### src/rtl/ram_port_arbiter_if.sv
// ram_port_arbiter_if
//   Bus bundle between the three RAM masters (loader, Euler, Step) and the
//   RAM port arbiter, plus the arbiter's RAM-facing outputs.
//
//   Master-side signals (packed, master i at [i*W +: W]):
//     REQ, M_WR_EN        per-master request / write enable
//     M_ADDR_RD_A/RD_B/WR per-master addresses
//     M_DATA_WR           per-master write data
//     GNT                 one-hot registered grant back to the masters
//   RAM-side signals:
//     RAM_WR_Enable, RAM_Address_RD_A/RD_B/WR, RAM_Data_WR
//
//   modport master : the requester side (drives requests, observes grant/RAM)
//   modport slave  : the arbiter
`timescale 1ns/1ps

interface ram_port_arbiter_if #(
    parameter int ADDRESS_WIDTH = 13,
    parameter int DATA_WIDTH    = 64,
    parameter int N_MASTERS     = 3
);
    logic [N_MASTERS-1:0]               REQ;
    logic [N_MASTERS-1:0]               GNT;
    logic [N_MASTERS-1:0]               M_WR_EN;
    logic [N_MASTERS*ADDRESS_WIDTH-1:0] M_ADDR_RD_A;
    logic [N_MASTERS*ADDRESS_WIDTH-1:0] M_ADDR_RD_B;
    logic [N_MASTERS*ADDRESS_WIDTH-1:0] M_ADDR_WR;
    logic [N_MASTERS*DATA_WIDTH-1:0]    M_DATA_WR;

    logic                               RAM_WR_Enable;
    logic [ADDRESS_WIDTH-1:0]           RAM_Address_RD_A;
    logic [ADDRESS_WIDTH-1:0]           RAM_Address_RD_B;
    logic [ADDRESS_WIDTH-1:0]           RAM_Address_WR;
    logic [DATA_WIDTH-1:0]              RAM_Data_WR;

    modport master (
        output REQ, M_WR_EN, M_ADDR_RD_A, M_ADDR_RD_B, M_ADDR_WR, M_DATA_WR,
        input  GNT, RAM_WR_Enable, RAM_Address_RD_A, RAM_Address_RD_B,
               RAM_Address_WR, RAM_Data_WR
    );

    modport slave (
        input  REQ, M_WR_EN, M_ADDR_RD_A, M_ADDR_RD_B, M_ADDR_WR, M_DATA_WR,
        output GNT, RAM_WR_Enable, RAM_Address_RD_A, RAM_Address_RD_B,
               RAM_Address_WR, RAM_Data_WR
    );
endinterface

### src/rtl/ram_port_arbiter.sv
// ram_port_arbiter
//   Shares the single RAM (read ports A/B and one write port) between three
//   masters: 0 = interface loader, 1 = Euler, 2 = Step. Round-robin grant with
//   ownership lock: the granted master keeps the RAM until it drops REQ.
//   After each tenancy one dead TURN cycle drives zero onto the RAM so a write
//   from the old owner can never land in the new owner's tenancy.
//
//   Ports:
//     CLK        in   rising-edge clock
//     RST_N      in   asynchronous active-low reset
//     bus        slave modport of ram_port_arbiter_if (requests, grant,
//                per-master addresses/data, muxed RAM outputs)
//     Arb_Error  out  sticky grant-timeout flag
//
//   Optional feature (macro RAM_ARB_TIMEOUT_EN):
//     defined     -> 13-bit hold counter; an owner holding the RAM for
//                    MAX_HOLD cycles is forced off and Arb_Error is set
//                    (sticky until reset).
//     not defined -> ownership is unbounded and Arb_Error is tied 0.
`timescale 1ns/1ps

module ram_port_arbiter #(
    parameter int ADDRESS_WIDTH = 13,
    parameter int DATA_WIDTH    = 64,
    parameter int N_MASTERS     = 3,
    parameter int MAX_HOLD      = 4096
) (
    input  logic                  CLK,
    input  logic                  RST_N,
    ram_port_arbiter_if.slave     bus,
    output logic                  Arb_Error
);

    // The round-robin pick and the 2-bit owner encoding assume three masters;
    // the hold counter is 13 bits wide.
    if (N_MASTERS != 3) begin : g_bad_n_masters
        $error("ram_port_arbiter supports exactly 3 masters");
    end
    if (MAX_HOLD < 1 || MAX_HOLD > 8192) begin : g_bad_max_hold
        $error("ram_port_arbiter MAX_HOLD must be in 1..8192");
    end

    typedef enum logic [1:0] {
        S_IDLE = 2'd0,
        S_OWN  = 2'd1,
        S_TURN = 2'd2
    } state_t;

    // Owner code 3 means "nobody owns the RAM".
    localparam logic [1:0] OWNER_NONE = 2'd3;

    state_t               state_q, state_d;
    logic [N_MASTERS-1:0] gnt_q, gnt_d;
    logic [1:0]           owner_q, owner_d;
    logic [1:0]           last_q, last_d;
    logic [1:0]           pick;
    logic                 timeout_hit;

    // First requester after 'last' in the order last+1, last+2, last+3 (mod 3).
    // Scanning from the farthest candidate to the nearest lets the nearest win.
    function automatic logic [1:0] rr_pick(input logic [N_MASTERS-1:0] req,
                                           input logic [1:0]           last);
        logic [2:0] s;
        logic [1:0] sel;
        sel = OWNER_NONE;
        for (int k = 3; k >= 1; k--) begin
            s = 3'(last) + 3'(k);
            if (s >= 3'd3) s = s - 3'd3;
            if (req[s[1:0]]) sel = s[1:0];
        end
        return sel;
    endfunction

    assign pick = rr_pick(bus.REQ, last_q);

    // ------------------------------------------------------------------
    // Optional grant timeout
    // ------------------------------------------------------------------
`ifdef RAM_ARB_TIMEOUT_EN
    localparam logic [12:0] HOLD_LAST = 13'(MAX_HOLD - 1);

    logic [12:0] hold_q, hold_d;
    logic        arb_err_q, arb_err_d;

    // Counter is zero outside OWN, so it is already cleared on entry to OWN.
    // Matching HOLD_LAST means this is the MAX_HOLD-th OWN cycle.
    assign timeout_hit = (state_q == S_OWN) && bus.REQ[owner_q] && (hold_q == HOLD_LAST);

    always_comb begin
        hold_d    = (state_q == S_OWN) ? hold_q + 13'd1 : 13'd0;
        arb_err_d = arb_err_q | timeout_hit;
    end

    always_ff @(posedge CLK or negedge RST_N) begin
        if (!RST_N) begin
            hold_q    <= 13'd0;
            arb_err_q <= 1'b0;
        end else begin
            hold_q    <= hold_d;
            arb_err_q <= arb_err_d;
        end
    end

    assign Arb_Error = arb_err_q;
`else
    assign timeout_hit = 1'b0;
    assign Arb_Error   = 1'b0;
`endif

    // ------------------------------------------------------------------
    // State register
    // ------------------------------------------------------------------
    always_ff @(posedge CLK or negedge RST_N) begin
        if (!RST_N) begin
            state_q <= S_IDLE;
            gnt_q   <= '0;
            owner_q <= OWNER_NONE;
            last_q  <= 2'd2;
        end else begin
            state_q <= state_d;
            gnt_q   <= gnt_d;
            owner_q <= owner_d;
            last_q  <= last_d;
        end
    end

    // ------------------------------------------------------------------
    // Next-state logic (grant is registered, so it is computed here)
    // ------------------------------------------------------------------
    always_comb begin
        state_d = state_q;
        gnt_d   = gnt_q;
        owner_d = owner_q;
        last_d  = last_q;
        unique case (state_q)
            S_IDLE: begin
                if (|bus.REQ) begin
                    gnt_d       = '0;
                    gnt_d[pick] = 1'b1;
                    owner_d     = pick;
                    state_d     = S_OWN;
                end
            end
            S_OWN: begin
                // No preemption: only the owner's own request (or a timeout)
                // ends the tenancy.
                if (!bus.REQ[owner_q] || timeout_hit) begin
                    gnt_d   = '0;
                    last_d  = owner_q;
                    owner_d = OWNER_NONE;
                    state_d = S_TURN;
                end
            end
            S_TURN: begin
                state_d = S_IDLE;
            end
            default: begin
                gnt_d   = '0;
                owner_d = OWNER_NONE;
                state_d = S_IDLE;
            end
        endcase
    end

    // ------------------------------------------------------------------
    // Outputs: combinational mux from the owner register, zero otherwise
    // ------------------------------------------------------------------
    assign bus.GNT = gnt_q;

    always_comb begin
        bus.RAM_WR_Enable    = 1'b0;
        bus.RAM_Address_RD_A = '0;
        bus.RAM_Address_RD_B = '0;
        bus.RAM_Address_WR   = '0;
        bus.RAM_Data_WR      = '0;
        if (state_q == S_OWN && owner_q != OWNER_NONE) begin
            bus.RAM_WR_Enable    = bus.M_WR_EN[owner_q];
            bus.RAM_Address_RD_A = bus.M_ADDR_RD_A[int'(owner_q)*ADDRESS_WIDTH +: ADDRESS_WIDTH];
            bus.RAM_Address_RD_B = bus.M_ADDR_RD_B[int'(owner_q)*ADDRESS_WIDTH +: ADDRESS_WIDTH];
            bus.RAM_Address_WR   = bus.M_ADDR_WR[int'(owner_q)*ADDRESS_WIDTH +: ADDRESS_WIDTH];
            bus.RAM_Data_WR      = bus.M_DATA_WR[int'(owner_q)*DATA_WIDTH +: DATA_WIDTH];
        end
    end

endmodule

### src/flat_wrapper.sv
// flat-port wrapper written by rule: the top's interface ports become plain ports
module ram_port_arbiter_flat 
#(
    parameter int ADDRESS_WIDTH = 13,
    parameter int DATA_WIDTH    = 64,
    parameter int N_MASTERS     = 3,
    parameter int MAX_HOLD      = 4096
)
  (CLK, RST_N, Arb_Error, bus_REQ, bus_M_WR_EN, bus_M_ADDR_RD_A, bus_M_ADDR_RD_B, bus_M_ADDR_WR, bus_M_DATA_WR, bus_GNT, bus_RAM_WR_Enable, bus_RAM_Address_RD_A, bus_RAM_Address_RD_B, bus_RAM_Address_WR, bus_RAM_Data_WR);
  ram_port_arbiter_if #(.ADDRESS_WIDTH(ADDRESS_WIDTH), .DATA_WIDTH(DATA_WIDTH), .N_MASTERS(N_MASTERS)) bus_i ();
  input  logic CLK;
  input  logic RST_N;
  output logic Arb_Error;
  input wire logic [$bits(bus_i.REQ)-1:0] bus_REQ;
  input wire logic [$bits(bus_i.M_WR_EN)-1:0] bus_M_WR_EN;
  input wire logic [$bits(bus_i.M_ADDR_RD_A)-1:0] bus_M_ADDR_RD_A;
  input wire logic [$bits(bus_i.M_ADDR_RD_B)-1:0] bus_M_ADDR_RD_B;
  input wire logic [$bits(bus_i.M_ADDR_WR)-1:0] bus_M_ADDR_WR;
  input wire logic [$bits(bus_i.M_DATA_WR)-1:0] bus_M_DATA_WR;
  output wire logic [$bits(bus_i.GNT)-1:0] bus_GNT;
  output wire logic [$bits(bus_i.RAM_WR_Enable)-1:0] bus_RAM_WR_Enable;
  output wire logic [$bits(bus_i.RAM_Address_RD_A)-1:0] bus_RAM_Address_RD_A;
  output wire logic [$bits(bus_i.RAM_Address_RD_B)-1:0] bus_RAM_Address_RD_B;
  output wire logic [$bits(bus_i.RAM_Address_WR)-1:0] bus_RAM_Address_WR;
  output wire logic [$bits(bus_i.RAM_Data_WR)-1:0] bus_RAM_Data_WR;
  assign bus_i.REQ = bus_REQ;
  assign bus_i.M_WR_EN = bus_M_WR_EN;
  assign bus_i.M_ADDR_RD_A = bus_M_ADDR_RD_A;
  assign bus_i.M_ADDR_RD_B = bus_M_ADDR_RD_B;
  assign bus_i.M_ADDR_WR = bus_M_ADDR_WR;
  assign bus_i.M_DATA_WR = bus_M_DATA_WR;
  assign bus_GNT = bus_i.GNT;
  assign bus_RAM_WR_Enable = bus_i.RAM_WR_Enable;
  assign bus_RAM_Address_RD_A = bus_i.RAM_Address_RD_A;
  assign bus_RAM_Address_RD_B = bus_i.RAM_Address_RD_B;
  assign bus_RAM_Address_WR = bus_i.RAM_Address_WR;
  assign bus_RAM_Data_WR = bus_i.RAM_Data_WR;
  ram_port_arbiter #(.ADDRESS_WIDTH(ADDRESS_WIDTH), .DATA_WIDTH(DATA_WIDTH), .N_MASTERS(N_MASTERS), .MAX_HOLD(MAX_HOLD)) u_core (.CLK(CLK), .RST_N(RST_N), .bus(bus_i), .Arb_Error(Arb_Error));
endmodule
### config.mk
export PLATFORM = sky130hd
export DESIGN_NAME = ram_port_arbiter_flat
export DESIGN_NICKNAME = d
export VERILOG_FILES = /design/src/rtl/ram_port_arbiter_if.sv /design/src/rtl/ram_port_arbiter.sv /design/src/flat_wrapper.sv
export SDC_FILE = /design/constraint.sdc
export NUM_CORES = 1
export LEC_CHECK = 0
export ABC_AREA = 1
export ABC_CLOCK_PERIOD_IN_PS = 2080
export CAP_MARGIN = 25
export CORE_AREA = 2 2 167 169
export DETAILED_ROUTE_END_ITERATION = 16
export DIE_AREA = 0 0 169 171
export GPL_TIMING_DRIVEN = 0
export PLACE_DENSITY = 0.57
export SETUP_SLACK_MARGIN = 0.15
export SLEW_MARGIN = 20
export SYNTH_ARGS = -nofsm -noshare
export SYNTH_HDL_FRONTEND = slang
export SYNTH_SLANG_ARGS = --single-unit
### constraint.sdc
create_clock -name CLK -period 2.08 [get_ports CLK]
set_clock_uncertainty 0.2 [all_clocks]
set_input_delay 0.312 -clock CLK [delete_from_list [all_inputs] [get_ports CLK]]
set_output_delay 0.312 -clock CLK [all_outputs]
set_load 0.01 [all_outputs]
======== Yosys cells after proc, flatten, opt, wreduce, memory -nomap -nowiden ========
Cells that the tools add are included.
word-level totals
  register bits after elaboration ......... 9
  input bits .............................. 317
  output and inout port bits .............. 108
  logic and storage cells ................. 70
cells by class
  add/subtract/negate cells ............... 6
  multiply operators ...................... 1
  magnitude comparators ................... 9
  eq/ne operators ......................... 5
  shift-type cells ........................ 4
  multiplexer cells ....................... 32
  bitwise operators ....................... 2
  reduce and logical (&&, ||, !) cells .... 7
operators with widths
  operator                                                                             count
  192-bit by 9-bit indexed part select with 64-bit output                              1
  39-bit by 32-bit indexed part select with 13-bit output                              3
  64-bit two-way mux                                                                   1
  13-bit two-way mux                                                                   3
  2-bit two-way mux                                                                    10
  2-bit by 3-bit less-than comparator with 1-bit output, second input constant         5
  1-bit binary-select mux with 2-bit select                                            5
  3-bit by 2-bit greater-or-equal comparator with 1-bit output, second input constant  3
  3-bit case mux with 3 select lines                                                   1
  1-bit two-way mux                                                                    7
  2-bit by 2-bit adder with 3-bit output, second input constant                        2
  2-bit by 4-bit multiplier with 6-bit output, second input constant                   1
  3-bit two-way mux                                                                    2
  2-bit case mux with 3 select lines                                                   1
  2-bit subtractor, second input constant                                              3
  2-bit != test, second input constant                                                 2
  2-bit case mux with 2 select lines                                                   1
  2-bit AND reduction                                                                  2
  2-bit by 1-bit adder with 3-bit output, second input constant                        1
  3-bit AND reduction                                                                  1
  3-bit OR reduction                                                                   1
  1-bit demux with 2-bit select                                                        1
  2-bit by 1-bit equality test with 1-bit output, second input constant                1
  2-bit equality test, second input constant                                           1
  5 further kinds                                                                      7

======== Depth between registers and ports, before layout ========
Gate-level depths: netlist of the first run.
  depth in word-level cells ............... 14
  mapped depth ............................ 14
  gate-level depth less buffers ........... 13

======== Worst setup path before layout of the first run ========
OpenSTA, ideal clock, no wires.
  path type ............................... register to output
  start ................................... register u_core.owner_q[0]
  end ..................................... output port bus_RAM_Data_WR[44]
  data arrival time ....................... 1388 ps
  data required time ...................... 1568 ps
  path slack .............................. 180 ps
  stages on the path, launching flop included .. 8
  buffers on the path ..................... 3
  cells stage by stage .................... dfstp_2 > buf_6 > buf_2 > buf_2 > nor2_1 > nor2_1 > o21ai_0 > a21oi_1
on the way
  word-level cells in the longest chain between the ends .. 3
  elaborated cells between the ends (all ways) .. 4
  classes of those cells .................. 1 x eq/ne; 1 x shift; 1 x mux; 1 x reduce/logical
RTL lines
  what                                                                                             line                     text
  start: declaration                                                                               ram_port_arbiter.sv:54   logic [1:0] owner_q, owner_d;
  start signal: assignment                                                                         ram_port_arbiter.sv:122  owner_q <= owner_d;
  branches (longest 2 deep; another with 192-bit by 9-bit indexed part select with 64-bit output)  --
  64-bit two-way mux (*)                                                                           ram_port_arbiter.sv:176  if (state_q == S_OWN && owner_q != OWNER_NONE) begin
  end: declaration                                                                                 flat_wrapper.sv:25       output wire logic [$bits(bus_i.RAM_Data_WR)-1:0] bus_RAM_Data_WR;
Mark *: on every way between the ends.

======== Final worst setup path of the first run ========
  start ................................... register u_core.owner_q[0]
  end ..................................... output port bus_RAM_Address_RD_B[5]
on the way
  word-level cells in the longest chain between the ends .. 3
  elaborated cells between the ends (all ways) .. 5
  classes of those cells .................. 1 x mul; 1 x eq/ne; 1 x shift; 1 x mux; 1 x reduce/logical
RTL lines
  what                                                                                          line                                              text
  2-bit by 4-bit multiplier with 6-bit output or 2-bit != test (tied branches)                  ram_port_arbiter.sv:179, ram_port_arbiter.sv:176
  39-bit by 32-bit indexed part select with 13-bit output or 1-bit logical AND (tied branches)  ram_port_arbiter.sv:179, ram_port_arbiter.sv:176
  13-bit two-way mux (*)                                                                        ram_port_arbiter.sv:176
  end: declaration                                                                              flat_wrapper.sv:23                                output wire logic [$bits(bus_i.RAM_Address_RD_B)-1:0] bus_RAM_Address_RD_B;
Mark *: on every way between the ends. The rest lies on a longest branch, timed or not.

==> run_results.csv, run 1 <==
group,metric,value,unit
run_status,status,"finished with violations",
run_status,violations,"negative setup slack",
cells_and_area,finalNonFillerCells,1510,
logic_synthesis,ys_dominant_reg_cell,"dfrtp_1",
floorplan,rows,61,
clock_tree,h-tree-depth,1,
critical_path,max_stage_delay,0.53,ns
cells_and_area,fin_nets,1484,
sta,setup_ws,-0.428,ns
placed_design,gp_congestion,0.883,
placed_design,placed_cells,1451,
logic_synthesis,synth_edf_count,0,
route,drt_iter0_drc,262,
clock_tree,clk_latency,0.23,ns
sta,timing.final.crit_share,1.21,
logic_synthesis,synth_area_leaders,"nor2_1 (24%), o21ai_0 (16%), nand2_1 (16%), a21oi_1 (13%), a21oi_2 (5.2%)",
sta,fmax,399,MHz
floorplan,dieArea,28900,sq um
critical_path,cp.required,1.57,ns
route,wirelength,24800,um
clock_tree,clock-root-buffer,"clkbuf_16",
logic_synthesis,synthArstFlopShare,1.00,
power_and_ir_drop,vdd_ir_drop_max,0.557,mV
clock_tree,clk_pin_slew_worst_paths,0.04,ns
floorplan,io-pin-count,425,
placed_design,dp_hpwl,19400,um
route,antenna_left,0,
logic_synthesis,yosys.area.top_type_share,0.238,
critical_path,cp_max_fo,7,
power_and_ir_drop,power.density,1050,nW/um^2
logic_synthesis,synth_cells,682,
cells_and_area,drive_above_1_share,0.294,
sta,hold_viol,0,
sta,period_needed,2.51,ns
route,drcViolationCount,0,
critical_path,start_kind,"flop",
worst_hold_path,worstHoldPathType,"input pin to asynchronous set/reset pin",
cells_and_area,area_growth,169,%
critical_path,cp_cell_sequence,"buf_12, inv_16, buf_12, o21ai_4, buf_6, buf_6, buf_8, buf_6, buf_6, a21oi_2, buf_2",
route,drtPass1Iterations,6,
logic_synthesis,avgSynthCellArea,4.91,sq um
grt,grt_use_total,0.153,
critical_path,critPathCaptureType,"output port",
clock_tree,holdBufCountCts,0,
floorplan,die_y,171,um
grt,grt_max_degree,11,
logic_synthesis,synth.most_common_cell,"nor2_1",
critical_path,slowest_stage,"dfstp_2",
logic_synthesis,synth_nets,1002,
logic_synthesis,netlist_area,3350,sq um
floorplan,dieWidth,169,um
critical_path,worstPathArrival,2.00,ns
placed_design,io_buffers,423,
power_and_ir_drop,p_leak,3.67,nW
sta,finalSetupTns,-34.21,ns
logic_synthesis,ys_types,26,
route,vias,6305,
logic_synthesis,yosysTopAreaCell,"nor2_1",
sta,setup_viol,104,
clock_tree,cts_max_path_buffers,2,
floorplan,start_util,0.122,
critical_path,cp_common_cell,"buf_6",
grt,antenna_found_initial,1,
route,viasPerCell,4.18,
grt,grt_overflow_total,0,
logic_synthesis,synth.ff_latch_count,9,
sta,drv_slew,0,
logic_synthesis,seq_area_frac_synth,0.0684,
logic_synthesis,synth_common_cells,"nor2_1 (212), nand2_1 (140), o21ai_0 (107)",
clock_tree,cts_sinks,9,
sta,holdWs,0.195,ns
grt,grt_pass1_wl,34500,um
flow_run,cap_violations,0,
floorplan,core_region_area,27300,sq um
logic_synthesis,ys_warn_count,0,
critical_path,crit_buf_inv,9,
critical_path,path_class,"flop to output port",
sta,rsz0062_at_grt,"yes",
route,wl_per_cell,16.4,um
grt,grt_pass1_vias,5884,
critical_path,path_delay_family,"buffers and inverters",
clock_tree,numCtsBuffers,3,
clock_tree,cts_tree,"yes",
[registers in the layout (all words and copies together), names as in the netlist]
signal and flops:
u_core.owner_q 2, u_core.last_q 2, u_core.state_q 2, u_core.bus.GNT 3
[path summary, 6_finish.rpt]
kind | from | end | slack (ns) | cells past startpoint
setup reg to reg | u_core.last_q[1] | u_core.bus.GNT[1] | 0.18 | 14
setup / recovery | u_core.owner_q[0] | bus_RAM_Address_RD_B[5] | -0.43 | 11
max in group asynchronous | RST_N | u_core.last_q[1] | 1.15 | 1
hold / removal | RST_N | u_core.bus.GNT[1] | 0.20 | 1
min in group CLK | u_core.bus.GNT[2] | u_core.bus.GNT[2] | 0.28 | 2
hold reg to reg | u_core.bus.GNT[2] | u_core.bus.GNT[2] | 0.28 | 2
[per-stage QoR]
step	total power, mW	utilization	cell area (sq um)	worst slack (ns)
CTS	8.59	0.311	8490	-0.465
global route	10.3	0.330	9010	-0.522
finish	9.48	0.330	9010	-0.428
floorplan	3.99	-	3350	0.180
detailed placement	6.81	0.293	8010	-0.950
global placement	6.77	0.293	8010	-0.926
[layout make-up]
class / count / area (sq um)
Fill cell: 3033 / 18300
Timing Repair Buffer: 478 / 4510
Multi-Input combinational cell: 597 / 3080
Buffer: 58 / 586
Tap cell: 346 / 433
Sequential cell: 9 / 229
Inverter: 17 / 92.6
Clock buffer: 4 / 78.8
Antenna cell: 1 / 2.50
[logic make-up after synthesis]
kind of cell / share of synthesized area
compound gates: 0.347
buf+inv: 0.126
simple gates: 0.446
flops: 0.0684
fa+ha+maj: 0.0112
other cells: 0.00112
[worst reg2reg max path, cell delays in order, from the launching register on]
cell and delay (ns):
dfstp_2 0.54, inv_2 0.06, ha_4 0.26, buf_6 0.13, inv_8 0.05, nand2_2 0.05
nand2_1 0.05, nand2_1 0.07, nand2_1 0.06, nand2_1 0.06, nand2_1 0.06, nand2_2 0.10
inv_2 0.03, nand2_1 0.05, nand2_1 0.04
[metal layers]
layer  part of all wire  up-vias  wire length, um  global-route usage
li1                   -     3187                -                   -
met1               0.44     2865            10800               0.198
met2               0.49      231            12200               0.275
met3              0.056       22             1390              0.0231
met4              0.015        0              381              0.0219
met5                  0        -                0                   0
[report_power, final]
part	switching, mW	internal, mW
combinational	4.65	4.15
sequential	0.0589	0.277
clock	0.0808	0.256
[placed cells by master, fill, tap and decap left out, types with 10 or more instances in the layout]
master           count
buf_6               41
clkdlybuf4s50_1    319
nor2_1             208
buf_12              13
inv_1               11
nand3_1             11
a21oi_1             16
a21oi_2             81
o21ai_0             90
buf_4               22
buf_2               99
o21ai_1             14
nand2_1            130
buf_8               16
nand2_2             19
clkbuf_1            10
[timing repair]
action	CTS	global route
setup buffers	33	13
cloned	6	3
pin swaps	11	14
hold endpoints to repair	0	0
setup endpoints to repair	110	109
resized for setup	564	98
(Power assumes the default switching activity.)
==> run 2: changes to the inputs <==
- SKIP_CTS_REPAIR_TIMING: not set -> 1
==> run 2 against run 1 <==
  * The run still ends with negative setup slack left
  * Register-to-register slack is essentially flat
  * Largest power group unchanged
  * Critical path type unchanged
  * Worst hold slack gained 0.0037 ns
  * Utilization is 2.3 points lower
  * Fmax is 2.4% higher
==> run_results.csv, run 2 (synthesis results as in run 1) <==
group,metric,value,unit
critical_path,worstPathArrival,1.94,ns
grt,grt_pass1_vias,5620,
critical_path,cp_common_cell,"buf_12",
sta,timing.final.crit_share,1.18,
critical_path,start_kind,"flop",
sta,fmax,408,MHz
cells_and_area,final_cell_area,8380,sq um
critical_path,max_stage_delay,0.53,ns
critical_path,path_class,"flop to output port",
cells_and_area,drive_above_1_share,0.192,
grt,grt_pass1_wl,32700,um
grt,grt_overflow_total,0,
sta,period_needed,2.45,ns
power_and_ir_drop,vdd_ir_drop_max,0.556,mV
critical_path,cp.required,1.57,ns
route,drcViolationCount,0,
clock_tree,clk_pin_slew_worst_paths,0.04,ns
clock_tree,clock-root-buffer,"clkbuf_16",
grt,antenna_found_initial,1,
placed_design,gp_congestion,0.883,
sta,holdWs,0.199,ns
route,vias,6138,
critical_path,critPathCaptureType,"output port",
sta,setup_viol,104,
sta,rsz0062_at_grt,"yes",
route,antenna_left,0,
clock_tree,clk_latency,0.23,ns
critical_path,slowest_stage,"dfstp_2",
sta,drv_slew,0,
floorplan,start_util,0.122,
floorplan,die_y,171,um
run_status,violations,"negative setup slack",
route,drt_iter0_drc,287,
sta,finalSetupTns,-30.54,ns
critical_path,reg2reg_from,"u_core.last_q[1]",
critical_path,startpoint,"u_core.owner_q[0]",
grt,grt_use_total,0.145,
floorplan,io-pin-count,425,
run_status,status,"finished with violations",
floorplan,dieArea,28900,sq um
route,wirelength,23700,um
route,wl_per_cell,16.1,um
clock_tree,cts_tree,"yes",
cells_and_area,area_growth,151,%
placed_design,dp_hpwl,19400,um
floorplan,core_region_area,27300,sq um
placed_design,pre_cts_slack,-0.950,ns
power_and_ir_drop,p_leak,3.77,nW
critical_path,cp_cell_sequence,"buf_12, inv_12, buf_12, o21ai_4, buf_12, buf_12, clkbuf_16, a21oi_2, clkbuf_2",
clock_tree,numCtsBuffers,3,
power_and_ir_drop,p_total,8.02,mW
critical_path,reg2reg_depth,14,
grt,grt_max_degree,11,
placed_design,placed_area,8010,sq um
sta,setup_ws,-0.370,ns
cells_and_area,fin_nets,1448,
floorplan,rows,61,
sta,hold_viol,0,
placed_design,io_buffers,423,
clock_tree,cts_sinks,9,
worst_hold_path,worstHoldPathType,"input pin to asynchronous set/reset pin",
cells_and_area,mostFrequentLayoutCells,"clkdlybuf4s50_1 (319), nor2_1 (206), nand2_1 (133)",
route,viasPerCell,4.16,
power_and_ir_drop,power.density,957,nW/um^2
floorplan,dieWidth,169,um
clock_tree,cts_max_path_buffers,2,
clock_tree,h-tree-depth,1,
cells_and_area,largest_reg_flops,3,
critical_path,cp_max_fo,10,
route,drtPass1Iterations,5,
flow_run,cap_violations,0,
cells_and_area,final_common_cell,"clkdlybuf4s50_1",
==> run 2: area by class of cell <==
class | instances | area [sq um]
inverters | 17 | 91.3
multi-input cells | 597 | 2790
well taps | 346 | 433
fillers | 3065 | 18900
diodes | 1 | 2.50
repair buffers | 442 | 4190
flip-flops and latches | 9 | 229
clock buffers | 4 | 78.8
plain buffers | 58 | 566
==> run 2: worst paths after layout <==
check	end	slack, ns
hold reg to reg	u_core.bus.GNT[2]	0.28
max in group asynchronous	u_core.last_q[1]	1.14
hold / removal	u_core.bus.GNT[1]	0.20
setup reg to reg	u_core.bus.GNT[1]	0.19
min in group CLK	u_core.bus.GNT[2]	0.28
setup / recovery	bus_RAM_Data_WR[31]	-0.37
==> run 2: layer usage <==
layer / global-route usage / up-vias / share of wire
met2: 0.257 / 266 / 0.49
met3: 0.0248 / 26 / 0.071
met5: 0 / - / 0
met4: 0.0271 / 0 / 0.016
li1: - / 3113 / -
met1: 0.186 / 2733 / 0.43
==> run 2: critical path: cells and delay by family (launching register included) <==
family / cells / cell delay (ns)
buffers and inverters: 7 / 0.94
flip-flops: 1 / 0.53
AO/OA/AOI/OAI: 2 / 0.22
==> run 2: where the power goes <==
part / internal (mW) / total, mW / switching, mW / leakage, nW
clock: 0.256 / 0.337 / 0.0811 / 0.0382
sequential: 0.277 / 0.334 / 0.0570 / 0.108
combinational: 3.29 / 7.35 / 4.07 / 3.63
total: 3.82 / 8.02 / 4.20 / 3.77
==> run 2: stage by stage <==
stage          cells  utilization
2_1_floorplan    682            -
3_3_place_gp    1451        0.293
3_5_place_dp    1451        0.293
4_1_cts         1455        0.296
5_1_grt         1473        0.307
6_report        1474        0.307
==> run 3: changes to the inputs <==
- GPL_ROUTABILITY_DRIVEN: not set -> 0
==> results of run 3 <==
The final DEF is identical to that of run 2; final timing and power are the same.
